## config.mk

```make
export PLATFORM = sky130hd
export DESIGN_NAME = operand_unpacker
export DESIGN_NICKNAME = d
export VERILOG_FILES = /design/src/rtl/calculator_pkg.sv /design/src/rtl/operand_unpacker.sv
export SDC_FILE = /design/constraint.sdc
export NUM_CORES = 1
export LEC_CHECK = 0
export ABC_AREA = 1
export CAP_MARGIN = 0
export CELL_PAD_IN_SITES_DETAIL_PLACEMENT = 0
export CELL_PAD_IN_SITES_GLOBAL_PLACEMENT = 1
export CORE_MARGIN = 1
export CORE_UTILIZATION = 34
export DETAILED_ROUTE_END_ITERATION = 7
export PLACE_DENSITY_LB_ADDON = 0.1
export SYNTH_ARGS = -nofsm -noshare
export SYNTH_HDL_FRONTEND = slang
export SYNTH_SLANG_ARGS = --single-unit
```

## constraint.sdc

```tcl
create_clock -name clk_i -period 1.5 [get_ports clk_i]
set_input_delay 0.3 -clock clk_i [delete_from_list [all_inputs] [get_ports clk_i]]
set_output_delay 0.3 -clock clk_i [all_outputs]
set_load 0.01 [all_outputs]
```

## src/rtl/calculator_pkg.sv

```systemverilog
// Shared widths for the calculator datapath.
package calculator_pkg;
  localparam int DATA_W        = 32;
  localparam int MEM_WORD_SIZE = 64;
endpackage

```

## src/rtl/operand_unpacker.sv

```systemverilog
// Splits 64-bit memory words into two 32-bit ALU operands, low half first; first operand 1 cycle after word accept.
// Backpressure: holds operand/holding register while op_ready_i=0; takes a new word only when idle or draining the upper half.
module operand_unpacker
  import calculator_pkg::*;
(
  input  logic                     clk_i,
  input  logic                     rst_i,
  input  logic [MEM_WORD_SIZE-1:0] word_i,
  input  logic                     word_valid_i,
  output logic                     word_ready_o,
  output logic [DATA_W-1:0]        op_o,
  output logic                     op_valid_o,
  input  logic                     op_ready_i,
  output logic                     loc_o,
  output logic [7:0]               word_cnt_o
);

  typedef enum logic [1:0] {IDLE, LOW, HIGH} state_t;

  state_t                   state_q, state_d;
  logic [MEM_WORD_SIZE-1:0] held_q, held_d;
  logic [DATA_W-1:0]        op_q, op_d;
  logic                     loc_q, loc_d;
  logic                     vld_q, vld_d;
  logic [7:0]               cnt_q, cnt_d;
  logic                     word_hs;
  logic                     op_hs;

  // Ready never looks at word_valid_i, so upstream can't form a combinational loop through us.
  assign word_ready_o = (state_q == IDLE) || ((state_q == HIGH) && op_ready_i);
  assign word_hs      = word_valid_i && word_ready_o;
  assign op_hs        = vld_q && op_ready_i;

  always_comb begin
    state_d = state_q;
    held_d  = held_q;
    op_d    = op_q;
    loc_d   = loc_q;
    vld_d   = vld_q;
    cnt_d   = cnt_q;
    case (state_q)
      IDLE: begin
        if (word_hs) begin
          held_d  = word_i;
          state_d = LOW;
          op_d    = word_i[DATA_W-1:0];
          loc_d   = 1'b0;
          vld_d   = 1'b1;
        end
      end
      LOW: begin
        if (op_hs) begin
          state_d = HIGH;
          op_d    = held_q[MEM_WORD_SIZE-1:DATA_W];
          loc_d   = 1'b1;
        end
      end
      HIGH: begin
        if (op_hs) begin
          cnt_d = cnt_q + 8'd1;
          // A word taken alongside the upper-half handshake replaces the held one with no bubble.
          if (word_hs) begin
            held_d  = word_i;
            state_d = LOW;
            op_d    = word_i[DATA_W-1:0];
            loc_d   = 1'b0;
          end else begin
            state_d = IDLE;
            op_d    = '0;
            loc_d   = 1'b0;
            vld_d   = 1'b0;
          end
        end
      end
      default: begin
        state_d = IDLE;
        op_d    = '0;
        loc_d   = 1'b0;
        vld_d   = 1'b0;
      end
    endcase
  end

  always_ff @(posedge clk_i) begin
    if (rst_i) begin
      state_q <= IDLE;
      held_q  <= '0;
      op_q    <= '0;
      loc_q   <= 1'b0;
      vld_q   <= 1'b0;
      cnt_q   <= 8'd0;
    end else begin
      state_q <= state_d;
      held_q  <= held_d;
      op_q    <= op_d;
      loc_q   <= loc_d;
      vld_q   <= vld_d;
      cnt_q   <= cnt_d;
    end
  end

  assign op_o       = op_q;
  assign loc_o      = loc_q;
  assign op_valid_o = vld_q;
  assign word_cnt_o = cnt_q;

endmodule
```

* Word level (Yosys, flattened, before mapping)
Index checks and enable logic that the tools add are counted.
** Storage, ports and cells
- Register bits :: 108
- Latch bits :: 0
- Memories kept :: 0
- ROM bits :: 0
- RAM bits :: 0
- Output and inout bits :: 43
** Operators by class
- Shift-type cells :: 0
- Bitwise operators :: 1
- Div/mod/pow operators :: 0
- $add $sub $neg :: 1
- Multiplexer cells :: 21
- Equality and inequality tests :: 6
- Order comparisons :: 0
- Multipliers :: 0
- Reduce and logical (&&, ||, !) cells :: 10
** Operators with widths (count)
- $mux 32 :: 4
- $mux 64 :: 2
- $pmux 64 s2 :: 1
- $pmux 32 s3 :: 1
- $add 8x1->8 const B :: 1
- $ne 2x2->1 const B :: 4
- $mux 1 :: 7
- $mux 2 :: 3
- $pmux 1 s3 :: 2
- $pmux 2 s3 :: 1
- $reduce_and 2->1 :: 2
- $reduce_and 4->1 :: 1
- $logic_and 1x1->1 :: 3
- $reduce_and 3->1 :: 1
- $eq 2x1->1 const B :: 1
- $eq 2x2->1 const B :: 1
- $logic_not 2->1 :: 1
- $reduce_bool 2->1 :: 1
- $logic_or 1x1->1 :: 1
- $not 1->1 :: 1

* Logic depth before layout (Yosys ltp)
Gate-level depths: netlist of run 1.
- Depth in word-level cells :: 7
- Gate-level depth with buffers :: 8
- Depth with buffers taken out :: 8

* Worst setup path after synthesis of run 1
Ideal clock, no wire load.
- Path type :: register -> register
- Start :: reg vld_q (netlist: op_valid_o)
- End :: reg held_q[52]
- Required time :: 1.431 ns
- Buffers on the path :: 2
- Slack :: 0.237 ns
- Library setup time :: 0.069 ns
- Cell stages (with the launch flop) :: 7
- Arrival time :: 1.194 ns
- Cell sequence :: dfxtp_1 -> nand2_2 -> a21oi_4 -> buf_8 -> buf_12 -> nand3_2 -> a21oi_2
** Between the ends
- Longest elaborated chain between the ends :: 3
** Ends and longest elaborated chain
- start: declaration :: RTL line operand_unpacker.sv:24 : logic vld_q, vld_d;
- start signal: assignment :: RTL line operand_unpacker.sv:97 : vld_q <= vld_d;
- $logic_and 1x1->1 :: RTL line operand_unpacker.sv:32 : assign op_hs = vld_q && op_ready_i;
- $ne 2x2->1 (no source line)
- $reduce_and 2->1 (no source line)
- end signal: assignment :: RTL line operand_unpacker.sv:94 : held_q <= held_d;
- end: declaration :: RTL line operand_unpacker.sv:21 : logic [MEM_WORD_SIZE-1:0] held_q, held_d;
Every way passes these cells.
A chain may end at the register's enable or synchronous reset.

* Worst setup path after layout of run 1
- Start :: reg state_q[1]
- End :: reg op_q[6] (netlist: op_o[6])
** Between the ends
- Longest elaborated chain between the ends :: 7
- Elaborated cells between the ends (all ways) :: 13
- Those cells by class :: eq/ne: 5; mux: 3; reduce/logical: 5
** Ends and longest elaborated chain
- start: declaration :: RTL line operand_unpacker.sv:20 : state_t state_q, state_d;
- start signal: assignment :: RTL line operand_unpacker.sv:93 : state_q <= state_d;
- $eq 2x2->1 :: RTL line operand_unpacker.sv:30, operand_unpacker.sv:41
- $logic_and 1x1->1 :: RTL line operand_unpacker.sv:30 : assign word_ready_o = (state_q == IDLE) || ((state_q == HIGH) && op_ready_i);
- $logic_or 1x1->1 :: RTL line operand_unpacker.sv:30
- $logic_and 1x1->1 :: RTL line operand_unpacker.sv:31 : assign word_hs = word_valid_i && word_ready_o;
- $mux 32 :: RTL line operand_unpacker.sv:62 : if (word_hs) begin
- $mux 32 :: RTL line operand_unpacker.sv:59 : if (op_hs) begin
- $pmux 32 s3 :: RTL line operand_unpacker.sv:41 : case (state_q)
- end signal: assignment :: RTL line operand_unpacker.sv:95 : op_q <= op_d;
- end: declaration :: RTL line operand_unpacker.sv:22 : logic [DATA_W-1:0] op_q, op_d;
Several ways; a longest one is shown, not always the timed one. The select of a mux whose other input is x is not followed.

==> flow_summary_export.csv, run 1 <==
group,metric,value,unit
worst_setup_path,start_kind,"flop",
clock_network,cts_buffer_depth,2,
floorplan,die_area,11700,sq um
sta,fmax,721,MHz
floorplan,io-pin-count,111,
global_routing,met1_usage,27.0,%
synthesis,synth_area,3820,sq um
placed_design,place_congestion,0.804,
detailed_routing,route.detailed.drc,0,
sta,timing.final.crit_share,92.5,%
worst_setup_path,cp-end-kind,"flop",
run_status,status,"completed",
detailed_routing,wl,11100,um
detailed_routing,wl_per_cell,14.4,um
synthesis,ys_seq_area_share,39.9,%
layout,finalInstanceArea,5440,sq um
floorplan,coreArea,10900,sq um
floorplan,rows,38,
sta,rsz0062_at_grt,"no",
global_routing,grt_util_met3,4.22,%
layout,syn2layout_area_growth,42.4,%
layout,n_antenna_cell,0,
synthesis,ys_warn_count,0,
clock_network,clkTransAtPathRegs,0.08,ns
sta,fin_ws,0.113,ns
layout,layout-drive-gt1-share,14.2,%
sta,finalHoldViolCount,0,
global_routing,grt_pass1_wl,17700,um
clock_network,clk_latency,0.35,ns
placed_design,portBuffers,110,
sta,fin_crit,1.39,ns
worst_setup_path,critical_path.max_fanout,21,
synthesis,syn_nets,589,
clock_network,clock_tree.root_cell,"clkbuf_8",
layout,register_area,1530,sq um
worst_setup_path,required,1.73,ns
sta,tightest_slew,0.248,ns
detailed_routing,drt-initial-drc-count,142,
detailed_routing,drt_pre_antenna_iters,4,
layout,fillers,1112,
clock_network,cts_buffers,9,
job,cap_violations,0,
global_routing,antenna_found_initial,0,
synthesis,netlist_instances,520,
power_and_ir_drop,leakagePower,2.32,nW
worst_setup_path,crit_type,"reg2reg",
layout,multi_input_area,1820,sq um
layout,finish.utilization,49.9,%
floorplan,start_util,35.0,%
sta,finClkSkew,0.0124,ns
detailed_routing,vias_per_cell,4.94,
sta,slew_viol_final,0,
placed_design,place_area,5150,sq um
global_routing,use_met2,30.9,%
global_routing,grt_pass1_vias,3543,
power_and_ir_drop,vdd_drop_max,0.000554,V
worst_setup_path,arrival,1.62,ns
detailed_routing,ant_nets,0,
sta,fin_setup_tns,0,ns
detailed_routing,vias,3829,
floorplan,die_y,108,um
power_and_ir_drop,power_density,1080,nW/um^2
layout,mostFrequentLayoutCell,"nand2_1",
synthesis,syn_area_per_cell,7.34,sq um
clock_network,clock-sinks,76,
sta,max_slew_margin,83.5,%
clock_network,htreeDepth,3,
clock_network,cts_tree,"yes",
layout,num-nets-final,700,
global_routing,overflow,0,
global_routing,grt_max_degree,48,
global_routing,grtUsageTotal,19.5,%
floorplan,die_w,108,um
placed_design,dp_hpwl,7740,um
global_routing,top_usage_layer,"met2",
synthesis,synth_cell_type_count,27,
power_and_ir_drop,power.total,0.00587,W
synthesis,ys_ff_latch,76,
layout,layout_common_cells,"120 x nand2_1, 88 x nand3_1, 70 x dfxtp_1",
sta,setup_viol,0,
placed_design,pre_cts_slack,-0.396,ns
min_path,hold_class,"in2reg",
[report_power, final]
group / internal, W / switching (W) / total (W)
clock: 0.00114 / 0.000782 / 0.00193
combinational: 0.000774 / 0.000852 / 0.00163
sequential: 0.00222 / 0.000103 / 0.00232
[stage by stage]
stage,hold WS (ns),cells
global placement,0.447,754
finish,0.219,775
detailed placement,0.454,754
CTS,0.200,770
global route,0.197,775
floorplan,0.440,520
[synthesized netlist by cell type]
| cell type | n | area [sq um] |
|---|---|---|
| a21oi_1 | 64 | 320 |
| a21oi_2 | 10 | 87.6 |
| a21oi_4 | 1 | 16.3 |
| and3_1 | 1 | 6.26 |
| buf_12 | 1 | 20.0 |
| buf_2 | 12 | 60.1 |
| buf_4 | 10 | 75.1 |
| buf_6 | 2 | 22.5 |
| buf_8 | 6 | 90.1 |
| clkbuf_1 | 14 | 52.6 |
| dfxtp_1 | 76 | 1520 |
| ha_1 | 1 | 12.5 |
| inv_1 | 45 | 169 |
| inv_4 | 1 | 6.26 |
| nand2_1 | 120 | 450 |
| nand2_2 | 3 | 18.8 |
| nand3_1 | 88 | 440 |
| nand3_2 | 13 | 130 |
| nand3b_1 | 1 | 7.51 |
| nand4_1 | 36 | 225 |
| nor2_1 | 7 | 26.3 |
| nor2_2 | 1 | 6.26 |
| nor2_4 | 1 | 11.3 |
| o21ai_0 | 3 | 15.0 |
| o21ai_2 | 1 | 8.76 |
| o21bai_1 | 1 | 7.51 |
| xor2_1 | 1 | 8.76 |
[registers in the layout (all words and copies together) (netlist names)]
register,flops
op_o,32
state_q,2
loc_o,1
op_valid_o,1
word_cnt_o,8
held_q,32
[final timing paths]
check	start	endpoint	slack [ns]	cells past startpoint
min reg2reg	held_q[32]	held_q[32]	0.46	2
min	rst_i	word_cnt_o[4]	0.22	2
max reg2reg	state_q[1]	op_o[6]	0.11	8
max	state_q[1]	op_o[6]	0.11	8
[routing by layer]
| metal | wire length, um | up-vias |
|---|---|---|
| met5 | 0 | - |
| met1 | 5190 | 1756 |
| li1 | - | 1970 |
| met2 | 5300 | 98 |
| met4 | 65 | 0 |
| met3 | 592 | 5 |
[cell families (layout without fill, tap and decap cells)]
family | count (synthesis) | after routing | synth area share [%]
compound gates | 80 | 80 | 11.9
xor+xnor | 1 | 1 | 0.230
fa+ha+maj | 1 | 1 | 0.328
buf+inv | 91 | 206 | 13.0
flops | 76 | 76 | 39.9
simple gates | 271 | 271 | 34.7
[worst max-delay path: stages (launching register included)]
cell and delay, ns:
dfxtp_2 0.34, buf_4 0.16, nor2_2 0.14, nand2_2 0.14, nand3_4 0.14, buf_12 0.16, nand2_1 0.07, nand2_1 0.06
a21oi_1 0.06
[final cells by class]
class / instances / share of cell area (%)
clock buffer: 11 / 2.60
multi-input combinational: 353 / 33.5
clock inverter: 4 / 1.80
inverter: 46 / 3.22
sequential: 76 / 28.1
timing repair buffer: 145 / 27.5
tap: 140 / 3.22
[repair_timing]
action                     CTS  global route
cloned                       0             1
pin swaps                    1             0
setup endpoints to repair   45            26
hold buffers                 0             0
resized for setup           51            10
buffers inserted             1             4
(Power assumes the default switching activity.)
==> run 2, diff against run 1 <==
--- a/config.mk
+++ b/config.mk
@@ -12,7 +12,7 @@
 export CORE_MARGIN = 1
 export CORE_UTILIZATION = 34
 export DETAILED_ROUTE_END_ITERATION = 7
-export PLACE_DENSITY_LB_ADDON = 0.1
+export PLACE_DENSITY = 0.89
 export SYNTH_ARGS = -nofsm -noshare
 export SYNTH_HDL_FRONTEND = slang
 export SYNTH_SLANG_ARGS = --single-unit
==> flow_summary_export.csv, run 2 (synthesized netlist as in run 1, its figures left out) <==
group,metric,value,unit
detailed_routing,drt-initial-drc-count,225,
worst_setup_path,critPathSlowestCell,"dfxtp_4",
sta,fin_setup_tns,0,ns
clock_network,htreeDepth,3,
worst_setup_path,arrival,1.64,ns
power_and_ir_drop,p_switching,0.00172,W
clock_network,cts_buffer_depth,2,
worst_setup_path,max_stage_delay,0.36,ns
floorplan,rows,38,
power_and_ir_drop,p_sw_share,30.4,%
worst_setup_path,cp-end-kind,"flop",
worst_setup_path,start_kind,"flop",
job,cap_violations,0,
sta,fin_ws,0.0893,ns
global_routing,antenna_found_initial,0,
detailed_routing,topRoutingLayerUsed,"met4",
clock_network,clkTransAtPathRegs,0.08,ns
sta,max_slew_margin,82.0,%
floorplan,die_y,108,um
detailed_routing,wl,11300,um
min_path,hold_class,"in2reg",
global_routing,grtUsageTotal,19.6,%
layout,layout-drive-gt1-share,13.9,%
worst_setup_path,ff2ff_path_depth,8,
layout,num-nets-final,702,
sta,tightest_slew,0.270,ns
floorplan,die_area,11700,sq um
detailed_routing,route.met3.wl,466,um
worst_setup_path,cp_cell_sequence,"buf_4 -> nor2_2 -> nand2_4 -> nand3_4 -> clkbuf_16 -> nand2_1 -> nand2_1 -> a21oi_1",
layout,layout_common_cells,"120 x nand2_1, 88 x nand3_1, 73 x dfxtp_1",
sta,finClkSkew,0.00801,ns
sta,slew_viol_final,0,
placed_design,portBuffers,110,
detailed_routing,wl_per_cell,14.6,um
global_routing,grt_max_degree,43,
global_routing,grt_pass1_vias,3578,
sta,timing.final.crit_share,94.0,%
clock_network,clock_tree.root_cell,"clkbuf_8",
global_routing,grt_pass1_wl,17900,um
clock_network,clock-sinks,76,
detailed_routing,route.detailed.drc,0,
global_routing,overflow,0,
worst_setup_path,required,1.73,ns
sta,rsz0062_at_grt,"no",
floorplan,coreArea,10900,sq um
layout,fillers,1079,
detailed_routing,ant_nets,0,
power_and_ir_drop,vdd_drop_max,0.000367,V
layout,syn2layout_area_growth,40.8,%
clock_network,cts_tree,"yes",
sta,fin_crit,1.41,ns
worst_setup_path,critical_path.max_fanout,16,
detailed_routing,drt_pre_antenna_iters,5,
sta,hold_slack,0.384,ns
clock_network,cts_buffers,9,
run_status,status,"completed",
layout,finish.utilization,49.4,%
worst_setup_path,crit_family,"simple AND/OR/NAND/NOR gates",
sta,fmax,709,MHz
worst_setup_path,crit_buf_inv,2,
power_and_ir_drop,clkPwrFrac,30.9,%
detailed_routing,vias_per_cell,5.01,
power_and_ir_drop,seqPwrFrac,41.0,%
placed_design,dp_hpwl,7850,um
placed_design,pre_cts_slack,-0.402,ns
power_and_ir_drop,leakagePower,2.30,nW
floorplan,start_util,35.0,%
detailed_routing,vias,3898,
power_and_ir_drop,p_int,0.00393,W
sta,setup_viol,0,
power_and_ir_drop,power_density,1050,nW/um^2
power_and_ir_drop,p_comb_share,28.1,%
worst_setup_path,crit_type,"reg2reg",
min_path,hold_depth,4,
layout,n_antenna_cell,0,
worst_setup_path,cp_num_cells,8,
placed_design,place_congestion,0.811,
detailed_routing,wl_met1,5270,um
floorplan,die_w,108,um
floorplan,io-pin-count,111,
worst_setup_path,path_common_cell,"nand2_1",
sta,finalHoldViolCount,0,
clock_network,clk_latency,0.35,ns
detailed_routing,wl_met2,5480,um
layout,mostFrequentLayoutCell,"nand2_1",
run 2: cell types whose count changed in the layout (fill, tap and decap cells not counted), moves of 3 or more:
cell	previous run	this run
buf_12	13	9
buf_4	17	24
dfxtp_1	70	73
dfxtp_2	6	2
run 2: metal layers:
metal | vias to the layer above | track usage [%]
met5 | - | 0
met4 | 0 | 6.16
met3 | 9 | 3.68
met2 | 89 | 32.0
met1 | 1836 | 25.9
li1 | 1964 | -
run 2: cell type report:
| type | count | area (sq um) | area share (%) |
|---|---|---|---|
| Clock buffer | 12 | 145 | 2.70 |
| Clock inverter | 4 | 72.6 | 1.35 |
| Inverter | 46 | 175 | 3.26 |
| Multi-Input combinational cell | 353 | 1820 | 33.9 |
| Sequential cell | 76 | 1530 | 28.4 |
| Tap cell | 140 | 175 | 3.26 |
| Timing Repair Buffer | 147 | 1460 | 27.1 |
run 2: tightest hold or removal path: stages:
cell     delay [ns]
buf_2          0.16
inv_1          0.12
nand2_1        0.08
a21oi_1        0.03
run 2: final timing paths:
path	slack, ns	startpoint	end
worst max register to register	0.09	state_q[1]	op_o[12]
worst max-delay path	0.09	state_q[1]	op_o[12]
worst min-delay path	0.38	rst_i	word_cnt_o[5]
worst min register to register	0.46	held_q[33]	held_q[33]
run 2: what timing repair did:
item / CTS / global route
pin swaps: 0 / 2
hold buffers: 0 / 0
resized for setup: 49 / 9
setup endpoints to repair: 75 / 39
setup buffers: 0 / 1
cloned: 0 / 1
run 2: through the flow:
stage	instance area [sq um]	cells	total power, W
6_report	5370	778	0.00565
5_1_grt	5370	778	0.00595
3_3_place_gp	5140	760	0.00396
2_1_floorplan	3820	520	0.00331
3_5_place_dp	5140	760	0.00399
4_1_cts	5320	776	0.00565
run 2: power by group through the flow:
| stage | sequential (W) | clock, W | combinational [W] |
|---|---|---|---|
| 5_1_grt | 0.00234 | 0.00186 | 0.00175 |
| 3_3_place_gp | 0.00236 | 0 | 0.00160 |
| 3_5_place_dp | 0.00237 | 0 | 0.00162 |
| 2_1_floorplan | 0.00241 | 0 | 0.000904 |
| 6_report | 0.00232 | 0.00175 | 0.00159 |
| 4_1_cts | 0.00232 | 0.00179 | 0.00155 |
